## src/rtl/alu_pkg.sv

```systemverilog
// Shared types and constants for the ALU operand stage (ID/EX boundary).
package alu_pkg;

   localparam int unsigned DATA_W = 32;
   localparam int unsigned OP_W   = 4;
   localparam int unsigned REG_W  = 5;
   localparam int unsigned CNT_W  = 32;

   localparam logic [OP_W-1:0] ALU_ADD  = 4'b0000;
   localparam logic [OP_W-1:0] ALU_SUB  = 4'b0001;
   localparam logic [OP_W-1:0] ALU_AND  = 4'b0010;
   localparam logic [OP_W-1:0] ALU_OR   = 4'b0011;
   localparam logic [OP_W-1:0] ALU_XOR  = 4'b0100;
   localparam logic [OP_W-1:0] ALU_SLL  = 4'b0101;
   localparam logic [OP_W-1:0] ALU_SRL  = 4'b0110;
   localparam logic [OP_W-1:0] ALU_SRA  = 4'b0111;
   localparam logic [OP_W-1:0] ALU_SLT  = 4'b1000;
   localparam logic [OP_W-1:0] ALU_NOP  = 4'b1001;
   localparam logic [OP_W-1:0] ALU_SLTU = 4'b1010;
   localparam logic [OP_W-1:0] ALU_LUI  = 4'b1110;

   typedef enum logic [1:0] {
      FWD_REG,
      FWD_MEM,
      FWD_WB
   } fwd_sel_t;

   typedef struct packed {
      logic              valid;
      logic              reg_write;
      logic              mem_read;
      logic              mem_write;
      logic              src_a_pc;
      logic              src_b_imm;
      logic [OP_W-1:0]   operation;
      logic [REG_W-1:0]  rd;
      logic [REG_W-1:0]  rs1;
      logic [REG_W-1:0]  rs2;
      logic [DATA_W-1:0] rs1_data;
      logic [DATA_W-1:0] rs2_data;
      logic [DATA_W-1:0] imm;
      logic [DATA_W-1:0] pc;
   } idex_t;

   // Empty EX slot: no control effects, ALU computes a zero result.
   function automatic idex_t idex_bubble();
      idex_t b;
      b           = '0;
      b.operation = ALU_NOP;
      return b;
   endfunction

endpackage

```

## src/rtl/forward_unit.sv

```systemverilog
// Selects the source of each EX-stage register operand: MEM beats WB beats the register file.
module forward_unit
   import alu_pkg::*;
#(
   parameter int unsigned REG_ADDR = REG_W
) (
   input  logic [REG_ADDR-1:0] i_rs1,
   input  logic [REG_ADDR-1:0] i_rs2,
   input  logic [REG_ADDR-1:0] i_mem_rd,
   input  logic                i_mem_reg_write,
   input  logic [REG_ADDR-1:0] i_wb_rd,
   input  logic                i_wb_reg_write,
   output fwd_sel_t            o_fwd_a,
   output fwd_sel_t            o_fwd_b
);

   logic w_mem_live;
   logic w_wb_live;

   // x0 is hard-wired zero, so a write to it is never a forwarding source.
   assign w_mem_live = i_mem_reg_write && (i_mem_rd != '0);
   assign w_wb_live  = i_wb_reg_write  && (i_wb_rd  != '0);

   always_comb begin
      o_fwd_a = FWD_REG;
      o_fwd_b = FWD_REG;
      if (w_mem_live && (i_mem_rd == i_rs1)) begin
         o_fwd_a = FWD_MEM;
      end else if (w_wb_live && (i_wb_rd == i_rs1)) begin
         o_fwd_a = FWD_WB;
      end
      if (w_mem_live && (i_mem_rd == i_rs2)) begin
         o_fwd_b = FWD_MEM;
      end else if (w_wb_live && (i_wb_rd == i_rs2)) begin
         o_fwd_b = FWD_WB;
      end
   end

endmodule

```

## src/rtl/alu_operand_stage.sv

```systemverilog
// ID/EX pipeline register with operand forwarding and load-use bubble insertion,
// feeding SrcA/SrcB/Operation directly into the ALU.
module alu_operand_stage
   import alu_pkg::*;
#(
   parameter int unsigned DATA_WIDTH    = DATA_W,
   parameter int unsigned OPCODE_LENGTH = OP_W,
   parameter int unsigned REG_ADDR      = REG_W
) (
   input  logic                     clk,
   input  logic                     reset,
   input  logic                     in_valid,
   output logic                     in_ready,
   input  logic [DATA_WIDTH-1:0]    id_rs1_data,
   input  logic [DATA_WIDTH-1:0]    id_rs2_data,
   input  logic [DATA_WIDTH-1:0]    id_imm,
   input  logic [DATA_WIDTH-1:0]    id_pc,
   input  logic [REG_ADDR-1:0]      id_rs1,
   input  logic [REG_ADDR-1:0]      id_rs2,
   input  logic [REG_ADDR-1:0]      id_rd,
   input  logic                     id_use_rs1,
   input  logic                     id_use_rs2,
   input  logic                     id_src_a_pc,
   input  logic                     id_src_b_imm,
   input  logic [OPCODE_LENGTH-1:0] id_operation,
   input  logic                     id_reg_write,
   input  logic                     id_mem_read,
   input  logic                     id_mem_write,
   input  logic                     stall,
   input  logic                     flush,
   input  logic [REG_ADDR-1:0]      mem_rd,
   input  logic                     mem_reg_write,
   input  logic [DATA_WIDTH-1:0]    mem_result,
   input  logic [REG_ADDR-1:0]      wb_rd,
   input  logic                     wb_reg_write,
   input  logic [DATA_WIDTH-1:0]    wb_result,
   output logic [DATA_WIDTH-1:0]    SrcA,
   output logic [DATA_WIDTH-1:0]    SrcB,
   output logic [OPCODE_LENGTH-1:0] Operation,
   output logic                     ex_valid,
   output logic                     ex_reg_write,
   output logic                     ex_mem_read,
   output logic                     ex_mem_write,
   output logic [REG_ADDR-1:0]      ex_rd,
   output logic [DATA_WIDTH-1:0]    ex_store_data,
   output logic                     load_use_hazard,
   output logic [31:0]              bubble_count
);

   idex_t                  r_ex;
   idex_t                  w_ex_next;
   idex_t                  w_capture;
   logic [CNT_W-1:0]       r_bubble_count;
   logic                   w_load_use;
   logic                   w_count_bubble;
   fwd_sel_t               w_fwd_a;
   fwd_sel_t               w_fwd_b;
   logic [DATA_WIDTH-1:0]  w_rs1_fwd;
   logic [DATA_WIDTH-1:0]  w_rs2_fwd;

   // A load in EX cannot supply its value until MEM, so a dependent decode must wait one cycle.
   assign w_load_use = in_valid && r_ex.valid && r_ex.mem_read && (r_ex.rd != '0) &&
                       ((id_use_rs1 && (REG_W'(id_rs1) == r_ex.rd)) ||
                        (id_use_rs2 && (REG_W'(id_rs2) == r_ex.rd)));

   assign load_use_hazard = w_load_use;
   assign in_ready        = !stall && !w_load_use;

   always_comb begin
      w_capture           = '0;
      w_capture.valid     = 1'b1;
      w_capture.reg_write = id_reg_write;
      w_capture.mem_read  = id_mem_read;
      w_capture.mem_write = id_mem_write;
      w_capture.src_a_pc  = id_src_a_pc;
      w_capture.src_b_imm = id_src_b_imm;
      w_capture.operation = OP_W'(id_operation);
      w_capture.rd        = REG_W'(id_rd);
      w_capture.rs1       = REG_W'(id_rs1);
      w_capture.rs2       = REG_W'(id_rs2);
      w_capture.rs1_data  = DATA_W'(id_rs1_data);
      w_capture.rs2_data  = DATA_W'(id_rs2_data);
      w_capture.imm       = DATA_W'(id_imm);
      w_capture.pc        = DATA_W'(id_pc);
   end

   // Update priority: flush, then stall, then load-use bubble, then capture.
   always_comb begin
      w_ex_next      = r_ex;
      w_count_bubble = 1'b0;
      if (flush) begin
         w_ex_next = idex_bubble();
      end else if (stall) begin
         w_ex_next = r_ex;
      end else if (w_load_use) begin
         w_ex_next      = idex_bubble();
         w_count_bubble = 1'b1;
      end else if (in_valid) begin
         w_ex_next = w_capture;
      end else begin
         w_ex_next = idex_bubble();
      end
   end

   always_ff @(posedge clk or posedge reset) begin
      if (reset) begin
         r_ex           <= idex_bubble();
         r_bubble_count <= '0;
      end else begin
         r_ex <= w_ex_next;
         if (w_count_bubble && (r_bubble_count != '1)) begin
            r_bubble_count <= r_bubble_count + CNT_W'(1);
         end
      end
   end

   forward_unit #(
      .REG_ADDR        (REG_W)
   ) u_forward_unit (
      .i_rs1           (r_ex.rs1),
      .i_rs2           (r_ex.rs2),
      .i_mem_rd        (REG_W'(mem_rd)),
      .i_mem_reg_write (mem_reg_write),
      .i_wb_rd         (REG_W'(wb_rd)),
      .i_wb_reg_write  (wb_reg_write),
      .o_fwd_a         (w_fwd_a),
      .o_fwd_b         (w_fwd_b)
   );

   always_comb begin
      w_rs1_fwd = DATA_WIDTH'(r_ex.rs1_data);
      w_rs2_fwd = DATA_WIDTH'(r_ex.rs2_data);
      case (w_fwd_a)
         FWD_MEM: w_rs1_fwd = mem_result;
         FWD_WB:  w_rs1_fwd = wb_result;
         default: w_rs1_fwd = DATA_WIDTH'(r_ex.rs1_data);
      endcase
      case (w_fwd_b)
         FWD_MEM: w_rs2_fwd = mem_result;
         FWD_WB:  w_rs2_fwd = wb_result;
         default: w_rs2_fwd = DATA_WIDTH'(r_ex.rs2_data);
      endcase
   end

   assign SrcA          = r_ex.src_a_pc  ? DATA_WIDTH'(r_ex.pc)  : w_rs1_fwd;
   assign SrcB          = r_ex.src_b_imm ? DATA_WIDTH'(r_ex.imm) : w_rs2_fwd;
   assign ex_store_data = w_rs2_fwd;
   assign Operation     = OPCODE_LENGTH'(r_ex.operation);
   assign ex_valid      = r_ex.valid;
   assign ex_reg_write  = r_ex.reg_write;
   assign ex_mem_read   = r_ex.mem_read;
   assign ex_mem_write  = r_ex.mem_write;
   assign ex_rd         = REG_ADDR'(r_ex.rd);
   assign bubble_count  = 32'(r_bubble_count);

endmodule

```

## config.mk

```make
export PLATFORM = sky130hd
export DESIGN_NAME = alu_operand_stage
export DESIGN_NICKNAME = d
export VERILOG_FILES = /design/src/rtl/alu_pkg.sv /design/src/rtl/forward_unit.sv /design/src/rtl/alu_operand_stage.sv
export SDC_FILE = /design/constraint.sdc
export NUM_CORES = 1
export LEC_CHECK = 0
export CAP_MARGIN = 20
export CORE_AREA = 2 2 147 149
export CTS_BUF_LIST = sky130_fd_sc_hd__clkbuf_8
export CTS_CLUSTER_SIZE = 30
export DETAILED_ROUTE_END_ITERATION = 8
export DIE_AREA = 0 0 149 151
export DONT_BUFFER_PORTS = 1
export HOLD_SLACK_MARGIN = 0.06
export PLACE_DENSITY = 0.64
export SKIP_LAST_GASP = 1
export SLEW_MARGIN = 15
export SYNTH_ARGS = -nofsm -noshare
export SYNTH_HDL_FRONTEND = slang
export SYNTH_HIERARCHICAL = 1
export SYNTH_SLANG_ARGS = --single-unit
```

## constraint.sdc

```tcl
create_clock -name clk -period 21.5 [get_ports clk]
set_input_delay 6.45 -clock clk [delete_from_list [all_inputs] [get_ports clk]]
set_output_delay 6.45 -clock clk [all_outputs]
set_load 0.05 [all_outputs]
```

# Word-level counts from Yosys, hierarchy flattened
# Cells that the tools add are included.
# Widths: inputs -> output; s select.
[op_classes] addsub=1 n_eq_ne=12 mux=15 reduce_logical=20
[op_table] cell="$mux 153" count=4
[op_table] cell="$pmux 32 s2" count=2
[op_table] cell="$mux 32" count=2
[op_table] cell="$add 32x1->32 const B" count=1
[op_table] cell="$ne 32x32->1 const B" count=1
[op_table] cell="$eq 5x5->1" count=6
[op_table] cell="$reduce_bool 5->1" count=3
[op_table] cell="$logic_and 1x1->1" count=14
[op_table] cell="$mux 2" count=4
[op_table] cell="$eq 2x1->1 const B" count=2
[op_table] cell="$eq 2x2->1 const B" count=2
[op_table] cell="$mux 1" count=3
[op_table] cell="$logic_not 1->1" count=2
[op_table] cell="$ne 2x1->1 const B" count=1
[op_table] cell="$logic_or 1x1->1" count=1
[word_totals] reg_bits=185 in_bits=235 output_inout_bits=143 elab_cells=63

# Logic depth before layout (Yosys ltp)
[depth] ltp_word=8 ltp_mapped=11 depth_no_buf=10

# Hierarchy
# Netlist, hierarchy kept.
[by_module_without_submodules] mod="alu_operand_stage" n_inst=1 cells_each=846 area_each_um2=8971.1 seq_area_each_um2=4631.9
[by_module_without_submodules] mod="forward_unit" n_inst=1 cells_each=34 area_each_um2=257.7 seq_area_each_um2=0.0

# Worst setup path before layout
# No wires, ideal clock.
[synth_path] path_kind="in2out" from="in mem_rd[1]" to="out SrcB[0]" t_arrival_ns=9.899 required_time_ns=15.050 slack_ns=5.151 cell_stages=9 path_buffers=1 cell_sequence="or4_1 -> o21ai_2 -> nor4_1 -> nor4_1 -> ha_1 -> clkbuf_1 -> a22oi_1 -> o21ai_0 -> mux2_2"
[synth_between] elab_chain_cells=7 word_cells_on_any_way=9 classes_between="eq/ne (3); mux (3); reduce/logical (3)"
[synth_rtl] element="start: declaration" line_no="alu_operand_stage.sv:31" source="input logic [REG_ADDR-1:0] mem_rd,"
[synth_rtl] element="$reduce_bool 5->1" line_no="forward_unit.sv:21" source="assign w_mem_live = i_mem_reg_write && (i_mem_rd != '0);"
[synth_rtl] element="$logic_and 1x1->1" line_no="forward_unit.sv:21"
[synth_rtl] element="$logic_and 1x1->1 *" line_no="forward_unit.sv:32" source="if (w_mem_live && (i_mem_rd == i_rs2)) begin"
[synth_rtl] element="$mux 2 *" line_no="forward_unit.sv:32"
[synth_rtl] element="via w_fwd_b[0]" line_no="alu_operand_stage.sv:57" source="fwd_sel_t w_fwd_b;"
[synth_rtl] element="$eq 2x2->1 / $eq 2x1->1 (equally long branches)" line_no="alu_operand_stage.sv:138" source="case (w_fwd_b)"
[synth_rtl] element="$pmux 32 s2 *" line_no="alu_operand_stage.sv:138"
[synth_rtl] element="via ex_store_data[0]" line_no="alu_operand_stage.sv:45" source="output logic [DATA_WIDTH-1:0] ex_store_data,"
[synth_rtl] element="$mux 32 *" line_no="alu_operand_stage.sv:146" source="assign SrcB = r_ex.src_b_imm ? DATA_WIDTH'(r_ex.imm) : w_rs2_fwd;"
[synth_rtl] element="end: declaration" line_no="alu_operand_stage.sv:38" source="output logic [DATA_WIDTH-1:0] SrcB,"
# Mark *: on every way through the listed nets, which the timed path passes. The rest lies on a longest branch.

# Worst setup path after layout
[layout_path] from="in mem_rd[1]" to="out SrcB[4]"
# Same word-level chain as after synthesis.

==> impl_metrics.ini <==
[run_status]
status = complete, no violations

[floorplan]
die_x_um = 149
dieArea_um2 = 22500
rows = 53
dieHeight_um = 151
start_util_pct = 44.3
io_pins = 378
core_um2 = 20800

[grt]
grt_pass1_wl_mm = 43.0
grt_pass1_vias = 6802
overflow = 0
antenna_found_initial = 1
track_usage_pct = 25.6
grt_max_degree = 118

[drt]
wl_mm = 29.5
drt_iter0_drc = 552
num_vias = 7011
firstDrtPassIters = 5
drcViolationCount = 0
route.antenna.remaining_nets = 0
avgRoutedWirePerCell_um = 26.4
via_per_inst = 6.27

[setup_path]
reg2reg_from = ex_rd[3]$_DFFE_PP0P_
cp_data_required_time_ps = 15050
crit_path_cell_trace = or4_1, o21ai_2, nor4_1, nor4_1, ha_2, a22oi_1, o21ai_1, mux2_2
path_max_fanout = 32
critPathSlowestCell = o21ai_1
cp_slowest_stage_delay_ps = 880
crit_top_cell = nor4_1
critPathKind = in2out
crit_path_end_kind = output port
worstPathArrival_ps = 10440
cp-startpoint = mem_rd[1]
critPathLaunchType = input pin

[logic_synthesis]
synthDistinctLibCells = 43
synth_area_per_cell_um2 = 10.5
ys_ff_latch = 185
synth_area_um2 = 9230
yosysSeqAreaShare_pct = 50.2
synthesis.nets = 1120
syn_inst = 880
yosys_warnings = 6

[cts]
clk_pin_slew_ps = 100
cts_tree = yes
post_cts_buffers = 0
cts-hold-fix-buffers = 0
numCtsBuffers = 17
htreeDepth = 4
clk-insertion-delay-late_ps = 460
root_buffer = clkbuf_8
cts_buffer_depth = 2
cts_sinks = 185
cts_resized = 0

[pwr]
p_per_area_nw_per_um2 = 71.5
p_sw_share_pct = 32.4
power_leakage_nw = 4.10
switching_power_mw = 0.227
total_power_mw = 0.698
p_comb_share_pct = 11.8
p_int_mw = 0.472
seq_power_share_pct = 53.0
pwr-share-clk_pct = 35.2
vdd_drop_max_v = 0.0000404

[cells_and_area]
final_net_count = 1070
area_growth_syn_to_layout_pct = 5.83
drive_gt1_share_pct = 11.3
postLayoutCoreUtil_pct = 46.9
final_area_um2 = 9770

[placement]
dp_hpwl_mm = 21.1
dp_slack_ps = 4640
gp_congestion = 0.878
place_area_um2 = 9330
io_buffers = 0

[timing]
setup_tns_ps = 0
fmaxAchievable_mhz = 59.2
maxSlewHeadroom_pct = 24.7
setup_viol = 0
min_period_over_period_pct = 78.6
hold_violations = 0
period_minus_slack_ps = 16890
finalWorstSetupSlack_ps = 4610
slew_violations = 0
clock_skew_ps = 20.2
worst_slew_pin_slew_ps = 1120
rsz0062_at_grt = no

[hold_path]
hold_path_class = reg2reg
worstHoldStart = r_ex[92]$_DFFE_PP0P_

[run]
maxCapViolCount = 0
## final cells by class
class | count | area, um2
clock buffers | 18 | 248
well taps | 275 | 344
diodes | 1 | 2.50
flip-flops and latches | 185 | 4630
fillers | 1959 | 11100
clock inverters | 14 | 168
repair buffers | 13 | 110
inverters | 6 | 30.0
multi-input cells | 607 | 4230
## stage by stage
stage	hold WS, ps	std cells
3_3_place_gp	483	1085
5_1_grt	529	1118
2_1_floorplan	467	880
4_1_cts	518	1117
3_5_place_dp	489	1085
6_report	514	1119
## Yosys cell counts
master     instances  share of area (%)
o21ai_0           64                3.5
a31o_1             1              0.095
a22o_1           150                 14
o22ai_1            1              0.068
dfrtp_1          183                 50
nor4_1             5               0.34
or2_2              2               0.14
clkbuf_1          56                2.3
and2_1             4               0.27
buf_2             11               0.60
nand3_1           17               0.92
or4_1              4               0.33
ha_1               5               0.68
and3_1             4               0.27
and4_1             3               0.28
o32a_1             2               0.22
nor2b_1            1              0.068
o211a_1            1               0.11
dfstp_2            2               0.57
buf_6              1               0.12
or3_1              1              0.068
a21oi_1           32                1.7
o2111ai_2          1               0.16
nor2_1            43                1.7
o2111a_1           1               0.12
nand2_1           79                3.2
and4_4             1               0.12
nor3_2             1               0.11
o21ai_2            1              0.095
inv_1              6               0.24
nand2b_1           1              0.068
nand4_1           13               0.88
a21o_1             1              0.081
or3b_2             1              0.095
xnor2_1           45                4.3
a22oi_1           64                5.2
nor3b_2            1               0.14
buf_4              9               0.73
nand3_2            1               0.11
mux2_2            33                4.0
xor2_1            16                1.5
nor3_1             7               0.38
buf_1              5               0.20
## metal layers
layer,vias to the layer above,share of wire (%),global-route usage (%)
li1,3168,-,-
met1,3485,40,33.0
met2,328,49,41.8
met3,30,9.0,8.25
met4,0,1.8,6.62
met5,-,0,0
## final timing paths
kind                            cells past startpoint  slack, ps               endpoint
worst max-delay path                                8       4610                SrcB[4]
worst min-delay path                                1        510   r_ex[92]$_DFFE_PP0P_
worst max register to register                      7      17910  r_ex[113]$_DFFE_PP0P_
worst min register to register                      1        510   r_ex[92]$_DFFE_PP0P_
max in group asynchronous                           2      13970  r_ex[148]$_DFFE_PP0P_
min in group asynchronous                           1       5940  r_ex[130]$_DFFE_PP0P_
## cells by family (layout without fill, tap and decap cells)
kind of cell | count (synthesis) | after routing | share of synthesized area [%]
compound gates | 319 | 319 | 25.6
fa+ha+maj | 5 | 5 | 0.678
other cells | 0 | 1 | 0
mux | 33 | 33 | 4.03
simple gates | 189 | 189 | 9.54
flops | 185 | 185 | 50.2
buf+inv | 88 | 51 | 4.18
xor+xnor | 61 | 61 | 5.79
## cell usage in the layout, fill, tap and decap left out, types with 2 or more instances in the layout
| master | netlist | routed |
|---|---|---|
| and2_1 | 4 | 4 |
| dfrtp_1 | 183 | 182 |
| inv_8 | 0 | 7 |
| xnor2_1 | 45 | 45 |
| or2_2 | 2 | 2 |
| and4_1 | 3 | 3 |
| dfstp_2 | 2 | 2 |
| nor4_1 | 5 | 5 |
| nor3_1 | 7 | 7 |
| a22o_1 | 150 | 150 |
| buf_4 | 9 | 12 |
| nand2_1 | 79 | 79 |
| o21ai_1 | 0 | 64 |
| and3_1 | 4 | 4 |
| mux2_2 | 33 | 33 |
| a21oi_1 | 32 | 32 |
| a22oi_1 | 64 | 64 |
| nor2_1 | 43 | 42 |
| nand4_1 | 13 | 13 |
| clkinv_8 | 0 | 3 |
| inv_1 | 6 | 5 |
| ha_1 | 5 | 3 |
| clkbuf_8 | 0 | 18 |
| or4_1 | 4 | 4 |
| nand3_1 | 17 | 17 |
| o32a_1 | 2 | 2 |
| ha_2 | 0 | 2 |
| xor2_1 | 16 | 16 |
| clkinv_4 | 0 | 3 |
## critical path, delay by kind of cell
family                     cells  cell delay, ps
AOI/OAI and AO/OA              3            1420
adders and majority gates      1             800
muxes                          1             500
and+or+nand+nor                3            1240
## flip-flops by register name (all words and copies together), names as in the netlist
signal and count:
r_ex 140, ex_reg_write 1, bubble_count 32, ex_rd 5, ex_mem_write 1, Operation 4
ex_mem_read 1, ex_valid 1
## power by group through the flow
stage          Sequential (mW)  Combinational [mW]  Clock (mW)
4_1_cts                  0.371              0.0821       0.251
2_1_floorplan            0.371              0.0731           0
5_1_grt                  0.371              0.0882       0.265
6_report                 0.370              0.0823       0.246
3_5_place_dp             0.378              0.0818           0
3_3_place_gp             0.378              0.0816           0
Power figures use the tool's default switching activity.
